File: src/rtl/sparc_fetch_unit.sv
// sparc_fetch_unit: PC/nPC fetch stage for a 512-byte instruction memory.
// Captures the fetched big-endian word into the IF/ID register.
module sparc_fetch_unit (
  input  logic        clk,
  input  logic        reset,
  input  logic        stall,
  input  logic        branch_taken,
  input  logic [8:0]  branch_target,
  input  logic        annul,
  input  logic [31:0] instr_in,
  output logic [8:0]  pc,
  output logic [8:0]  npc,
  output logic [31:0] if_id_instr,
  output logic [8:0]  if_id_pc,
  output logic        if_id_valid
);

  logic [8:0]  r_pc;
  logic [8:0]  r_npc;
  logic [31:0] r_instr;
  logic [8:0]  r_if_pc;
  logic        r_valid;
  logic [8:0]  w_tgt;
  logic [8:0]  w_next_pc;

  // Target is forced word-aligned; the delay slot is whatever nPC held.
  assign w_tgt     = {branch_target[8:2], 2'b00};
  assign w_next_pc = branch_taken ? w_tgt : r_npc;

  // PC/nPC advance and IF/ID capture; annul turns the capture into a bubble.
  always_ff @(posedge clk) begin
    if (reset) begin
      r_pc    <= 9'd0;
      r_npc   <= 9'd4;
      r_instr <= 32'h0;
      r_if_pc <= 9'd0;
      r_valid <= 1'b0;
    end else if (!stall) begin
      r_pc    <= w_next_pc;
      r_npc   <= w_next_pc + 9'd4;
      r_if_pc <= r_pc;
      if (annul) begin
        r_instr <= 32'h0;
        r_valid <= 1'b0;
      end else begin
        r_instr <= instr_in;
        r_valid <= 1'b1;
      end
    end
  end

  assign pc          = r_pc;
  assign npc         = r_npc;
  assign if_id_instr = r_instr;
  assign if_id_pc    = r_if_pc;
  assign if_id_valid = r_valid;

endmodule

File: config.mk
export PLATFORM = sky130hd
export DESIGN_NAME = sparc_fetch_unit
export DESIGN_NICKNAME = d
export VERILOG_FILES = /design/src/rtl/sparc_fetch_unit.sv
export SDC_FILE = /design/constraint.sdc
export NUM_CORES = 1
export LEC_CHECK = 0
export ABC_CLOCK_PERIOD_IN_PS = 1850
export BUFFER_PORTS_ARGS = -buffer_cell sky130_fd_sc_hd__buf_2
export CAP_MARGIN = 20
export CORE_ASPECT_RATIO = 1.75
export CORE_MARGIN = 5
export CORE_UTILIZATION = 45
export DETAILED_ROUTE_END_ITERATION = 16
export PLACE_DENSITY = 0.77
export RECOVER_POWER = 25
export SLEW_MARGIN = 20
export SYNTH_ARGS = -nofsm -noshare
export SYNTH_HDL_FRONTEND = slang
export SYNTH_SLANG_ARGS = --single-unit
File: constraint.sdc
create_clock -name clk -period 1.85 [get_ports clk]
set_input_delay 0.0925 -clock clk [delete_from_list [all_inputs] [get_ports clk]]
set_output_delay 0.0925 -clock clk [all_outputs]
set_load 0.03 [all_outputs]
==> out/summary.md, run 1 <==
In the routed layout, each cell is associated on average with a via count of 5.36. Synthesis inferred 54 register bits. The analysis attributes to cell leakage a power of 1.34 nW. First-pass iteration count of the detailed router: 4. In this design, the stage delay of the slowest critical-path cell is 0.46 ns.

TritonCTS built the clock tree. Counting cells, the worst reg-to-reg path comes to 5. The share of Yosys cell area claimed by the top area cell type was 0.488; the data required time of the worst path was 2.00 ns. The clock passes through at most 2 buffers. The tools report the area taken by flip-flops and latches as 1080 µm². The tree is rooted in a sky130_fd_sc_hd__clkbuf_8. After filler insertion, the fill cell instance count of the layout stands at 447.

The run finished with clean final reports. The die is 63.0 µm wide. The share of total power in the clock network is 0.271, and the pin count of the biggest net entering global routing is 61.

The buffers inserted during post-CTS setup optimization is 0. The number of enable-type register cells in the synthesized netlist was 0; the via count of the first global-routing pass was 1854. The area growth from synthesis to layout was 25.4%; the routed length per placed instance was 14.3 µm. The final worst-path cycle share is 0.892, and the maximum net fanout on the critical path is 7. The design draws 2.31 mW. The mux cell area share after synthesis works out to 0.0689. By area the synthesized netlist is led by sky130_fd_sc_hd__dfxtp_1, sky130_fd_sc_hd__a22oi_1, sky130_fd_sc_hd__nor2_1. The netlist area before placement is 2210 µm², and the final non-filler cell total is 382. The run gives 0.681 mW as the power spent charging and discharging nets. For the data arrival time of the critical path, the log shows 1.80 ns.

Adding up every negative setup slack in the final design gives 0 ns. The total half-perimeter wirelength after legalization and detailed placement was 3.91 mm. Setup violations remaining at the end of the flow were counted as 0.

Input and output buffers added on the ports amount to 97. The run gives 8.47 mm as the wire length of the first global-routing pass. Count of buffer and inverter cells on the critical path: 1. The number of logic stages on the critical path including buffering is 5.

Across the run, the number of max-cap violations was 0. After clock tree synthesis, the repair step resized 0 gates. The final weighted congestion in routability-driven placement was 0.795. The start-to-end type of the worst setup path was reg2reg. Averaged over all synthesized cells, the footprint is 9.19 µm².

The tools report the number of placed cells counting well taps as 375. Number of violations reported at the end of detailed-routing iteration 0: 104. Power share of the sequential group: 0.543. Across the VDD grid, the largest voltage drop is 541 µV. Walking the worst path, the cells encountered are mux2_2, ha_1, inv_1, o311ai_0, a31oi_1.

The number of remaining DRC errors is 0, and the clock edge transition at the registers on the reported setup and hold paths is 0.09 ns. The complex-gate fraction of the synthesized area is 0.185, and the number of routed nets with antenna violations is 0. The total number of yosys warnings was 0; the global-route usage over all layers was 0.162. Total length of routed wires: 5.45 mm. The combinational power share was 0.186; the utilization of the core after routing was 0.585. On the final layout, the worst clock skew is 0.00508 ns.

For the pin with the worst max-slew slack, the measured transition is 1.21 ns. Among all flip-flop cells after synthesis, the most frequent one is sky130_fd_sc_hd__dfxtp_1. Worst slew slack as a fraction of its limit: 0.195.

The share of total power consumed by net switching was 0.296; the post-layout worst setup margin was 0.200 ns. The tightest min-delay check is of the in2reg type. The cell type with the highest aggregate area in the netlist is sky130_fd_sc_hd__dfxtp_1. The setup slack at placement came out at 0.193 ns. The commonest cells after synthesis are sky130_fd_sc_hd__nor2_1, sky130_fd_sc_hd__dfxtp_1, sky130_fd_sc_hd__a22oi_1.

The proportion of layout cells with a drive suffix above 1 is 0.339. The combinational family with the most area after synthesis is compound AO/OA/AOI/OAI gates. The number of instances in the synthesized netlist is 241. The proportion of register bits with asynchronous set or reset after synthesis came out at 0. STA classifies the critical path endpoint as a register. The xor-xnor portion of the synthesized cell area is 0.00791, and the number of buffers created by CTS is 5.

The total power divided by cell area is 830 nW/µm², and the hold buffer count at CTS is 0. The area of the core was 4750 µm²; the final number of max-transition violations was 0. The post-synthesis share of cell area spent on full adders, half adders and majority gates came out at 0.00565. Among cell families on the critical path, the largest total delay comes from flip-flops.

The sequential element share of the synthesized area was 0.488; the die footprint was 6480 µm². The internal power summed over all cells was 1.62 mW. The tools report the clock latency on the worst-skew pair as 0.30 ns.

Leading cell type by number of instances after synthesis: sky130_fd_sc_hd__nor2_1. The simple-gate share of the synthesized area came out at 0.178. The final layout net count was 377; the die span in y was 103 µm. The number of sinks handled by clock tree synthesis is 54.

After synthesis, the netlist uses 41 different library cells. The H-tree was split into 2 levels. The tools report the total I/O pin count as 106.

The count of final hold-check violations was 0; the remaining global-route overflow was 0. The run gives 606 MHz as the achievable frequency. STA classifies the critical path startpoint as a register.

The initial antenna violation count came out at 0. The slowest stage of the critical path is the sky130_fd_sc_hd__dfxtp_1 cell. Counting instances, the worst hold path has a depth of 3.

Setup repair after global routing left no endpoint under its margin. The starting density of the core came out at 0.466. The detailed router placed 2046 vias in this run. The area of the multi-input gates was 1010 µm².

The number of cell rows is 33. The number of antenna diodes in the final layout is 0. The final critical delay including setup and external delays was 1.65 ns.
kinds of logic after synthesis:
kind of cell    count (synthesis)
buf+inv                        27
compound gates                 59
simple gates                   82
xor+xnor                        2
fa+ha+maj                       1
flops                          54
other cells                     1
mux                            15
per-layer routing:
metal	GRT usage	vias up	wire (µm)
li1	-	1015	-
met1	0.175	947	2010
met2	0.292	73	2900
met3	0.0382	11	387
met4	0.0768	0	148
met5	0	-	0
power groups by stage:
stage | Sequential (mW) | Clock (mW) | Combinational, mW
CTS | 1.25 | 0.648 | 0.434
finish | 1.25 | 0.624 | 0.430
global placement | 1.28 | 0 | 0.425
floorplan | 1.38 | 0 | 0.192
global route | 1.26 | 0.688 | 0.466
detailed placement | 1.28 | 0 | 0.433
per-stage QoR:
step | area [µm²] | hold WS [ns]
detailed placement | 2700 | 0.333
CTS | 2780 | 0.0124
global route | 2780 | 0.0202
floorplan | 2230 | 0.237
global placement | 2700 | 0.324
finish | 2780 | 0.0191
layout make-up:
| cell class | count | area share |
|---|---|---|
| clock buffers | 6 | 0.0261 |
| clock inverters | 1 | 0.00270 |
| inverters | 3 | 0.00406 |
| multi-input cells | 165 | 0.365 |
| flip-flops and latches | 54 | 0.389 |
| well taps | 52 | 0.0234 |
| repair buffers | 101 | 0.190 |
path summary, 6_finish.rpt:
path	to	start	slack, ns
worst max-delay path	npc[8]	npc[2]	0.20
worst min-delay path	if_id_instr[5]	instr_in[5]	0.02
worst max register to register	npc[8]	npc[2]	0.20
worst min register to register	pc[3]	pc[3]	0.48
flip-flops by register name, indices dropped and copies added, names as in the netlist:
register,count
if_id_pc,7
if_id_instr,32
pc,7
npc,7
if_id_valid,1
layout by cell type (no fill, tap or decap), drive strengths merged, types with 6 or more instances in the layout:
| cell type | netlist | final |
|---|---|---|
| nor2 | 56 | 56 |
| clkbuf | 5 | 8 |
| dfxtp | 54 | 54 |
| a22oi | 32 | 32 |
| buf | 19 | 99 |
| nand2 | 9 | 9 |
| mux2i | 13 | 13 |
| a21oi | 10 | 10 |
| o21ai | 6 | 6 |
| conb | 1 | 6 |
worst reg2reg max path, delay by kind of cell, from the launching register on:
kind | cells | cell delay (ns)
muxes | 1 | 0.22
AOI/OAI and AO/OA | 2 | 0.43
buffers and inverters | 1 | 0.09
DFF | 1 | 0.46
adders and majority gates | 1 | 0.31
(Power assumes the default switching activity.)
==> run 2, diff against run 1 <==
CTS_CLUSTER_SIZE = 12   (was not set)
PLACE_DENSITY = not set   (was 0.77)
PLACE_DENSITY_LB_ADDON = 0.05   (was not set)
==> run 2 against run 1 <==
Compared with the run above: non-clock buffer count up 4; critical path depth unchanged; die area unchanged; clock power up 46%; clock-buffer cell count down 1; via count down 1.6%; combinational power about the same; sequential share of layout area down 0.86 points; worst hold slack worse by 0.0021 ns; largest cell class unchanged.
==> out/summary.md, run 2 (same netlist as run 1, synthesis figures left out) <==
The run finished with clean final reports. The data arrival time of the critical path was 1.79 ns (about the same). The tools report the number of H-tree levels as 2 (unchanged).

The met3 wirelength from detailed routing came out at 415 µm (+7.2%). The startpoint identified for the worst register-to-register timing path is npc[2]. The endpoint identified for the worst register-to-register timing path is npc[8]. The final critical delay including setup and external delays came out at 1.62 ns (-0.0338 ns).

The cell depth of the worst flop-to-flop path was 5 (unchanged). Maximum net fanout on the critical path: 5 (-2). The number of routed nets with antenna violations was 0 (unchanged); the starting density of the core was 0.466 (unchanged).

The overall power after layout was 2.60 mW (+13%); the pin count of the biggest net entering global routing was 33 (-46%). The number of antenna repair diodes was 0 (unchanged). In this run the most critical hold path is launched from instr_in[4]. The tree is rooted in a sky130_fd_sc_hd__clkbuf_8.

The tools report the total of fill cells in the finished design as 449 (+0.45%). The critical path is of the reg2reg type. The total length of routed wires was 5.56 mm (+2.1%); the clock edge transition at the registers on the reported setup and hold paths was 0.10 ns (about the same). The x dimension of the die works out to 63.0 µm (unchanged). The buffers inserted during post-CTS setup optimization is 0 (unchanged).

The run gives 0.598 (+0.0132) as the utilization of the core after routing. The area growth from synthesis to layout came out at 28.2%. The most common cell after layout, fill and taps aside was sky130_fd_sc_hd__buf_2. The post-detailed-route via-to-cell ratio was 5.20 (-2.8%); the number of remaining DRC errors was 0 (unchanged).

The total power divided by cell area works out to 915 nW/µm² (+10%). The final cell area excluding filler cells is 2840 µm² (+2.3%). The tools report the number of violations reported at the end of detailed-routing iteration 0 as 133 (+28%).

TritonCTS built the clock tree. The tools report the via count as 2014 (-1.6%). The run gives 619 MHz (+2.1%) as the achievable frequency. STA classifies the critical path startpoint as a register. Count of final hold-check violations: 0 (unchanged). The critical path endpoint category is a register. The hold buffer count at CTS came out at 0 (unchanged). Count of port buffers added during placement: 97 (unchanged). Highest metal layer with signal wires: met4. The logs give 0 (unchanged) for the final number of max-transition violations and 0.843 (+6.0%) for the final weighted congestion in routability-driven placement. The logs give 5 (unchanged) for the number of buffers created by CTS and 0 ns (unchanged) for the final-layout setup total negative slack. The top cell types in the final layout, fill and taps aside, are sky130_fd_sc_hd__buf_2, sky130_fd_sc_hd__nor2_1, sky130_fd_sc_hd__dfxtp_1, sky130_fd_sc_hd__a22oi_1, sky130_fd_sc_hd__mux2i_1.

Proportion of layout cells with a drive suffix above 1: 0.322 (-0.0170). The path class of the tightest hold or removal check is in2reg. The tools report the total I/O pin count as 106 (unchanged). The tools report the area of the core as 4750 µm² (unchanged).

Flip-flop count of the largest register, all copies and words added: 32 (unchanged). The number of cell rows was 33 (unchanged); the transition time at the pin with the least slew margin was 1.21 ns (+0.00403 ns). For the count of max-cap constraint violations, the log shows 0 (unchanged).

For the clock latency on the worst-skew pair, the log shows 0.30 ns (about the same). The tools report the first-pass iteration count of the detailed router as 4 (unchanged). The static power due to leakage came out at 1.35 nW (+0.34%). The number of stages on the worst hold path is 3 (unchanged), and the area after detailed placement is 2720 µm² (+0.46%). The worst IR drop on VDD was 579 µV (+7.1%). The routed metal-1 wirelength came out at 2.35 mm (+17%). The final layout net count came out at 381 (+1.1%). For the number of cells upsized or downsized after cts, the log shows 0 (unchanged). The worst-case register-to-register setup slack was 0.23 ns (+0.03 ns); the wire length of the first global-routing pass was 8.87 mm (+4.7%).

Die footprint: 6480 µm² (unchanged). The run gives 2 (unchanged) as the number of buffers on the longest clock path. The remaining global-route overflow was 0 (unchanged); the worst slew slack as a fraction of its limit was 0.193 (-0.00182). The worst hold path terminates at if_id_instr[4].

Setup repair after global routing left no endpoint under its margin. The logs give 0 (unchanged) for the initial antenna violation count and 0 (unchanged) for the total of endpoints with negative setup slack in the final report. The global-route usage over all layers was 0.168 (+0.00592).

The largest clock skew in the final design is 0.00321 ns (-0.00187 ns), and the final worst-path cycle share is 0.874 (-0.0182). The data required time of the worst path was 2.02 ns (+0.02 ns); the routed length per placed instance was 14.4 µm (+0.79%). Number of sinks handled by clock tree synthesis: 54 (unchanged). The die span in y came out at 103 µm (unchanged). The total half-perimeter wirelength after legalization and detailed placement was 4.00 mm (+2.4%); the via count of the first global-routing pass was 1896 (+2.3%).

Wire length on met2: 2.72 mm (-6.3%).
[run 2: layout make-up]
cell class | count | area [µm²] | share of cell area
clock inverter | 3 | 68.8 | 0.0242
clock buffer | 5 | 68.8 | 0.0242
inverter | 3 | 11.3 | 0.00397
timing repair buffer | 105 | 532 | 0.187
multi-input combinational | 165 | 1010 | 0.357
sequential | 54 | 1080 | 0.381
tap | 52 | 65.1 | 0.0229
[run 2: report_power, final]
part	leakage (nW)	internal [mW]	switching, mW	total (mW)
clock network	0.0683	0.542	0.371	0.913
registers	0.441	1.21	0.0399	1.25
logic	0.839	0.150	0.281	0.432
[run 2: worst max-delay path by stage]
stage / from / end / depth (start not counted)
final: npc[2] / npc[8] / 5
after global placement: npc[2] / npc[4] / 6
after floorplan: npc[2] / npc[8] / 6
after detailed placement: npc[2] / npc[8] / 5
after global routing: npc[2] / npc[8] / 5
after CTS: npc[2] / npc[8] / 5
[run 2: stage by stage]
step                      cells  hold WS (ns)  worst slack, ns
after floorplan             246         0.237           0.0856
after global placement      379         0.323            0.325
after detailed placement    379         0.332            0.233
after CTS                   387        0.0112            0.239
after global routing        387        0.0147            0.155
final                       387        0.0170            0.234
[run 2: routing by layer]
layer,global-route usage,vias up
met5,0,-
met4,0.0637,0
met3,0.0425,10
met2,0.282,74
met1,0.204,906
li1,-,1024
[run 2: worst max-delay path, stage by stage, from the launching register on]
cell                       delay, ns
sky130_fd_sc_hd__dfxtp_1        0.46
sky130_fd_sc_hd__mux2_2         0.22
sky130_fd_sc_hd__ha_1           0.25
sky130_fd_sc_hd__inv_1          0.09
sky130_fd_sc_hd__o311ai_0       0.35
sky130_fd_sc_hd__a31oi_1        0.13
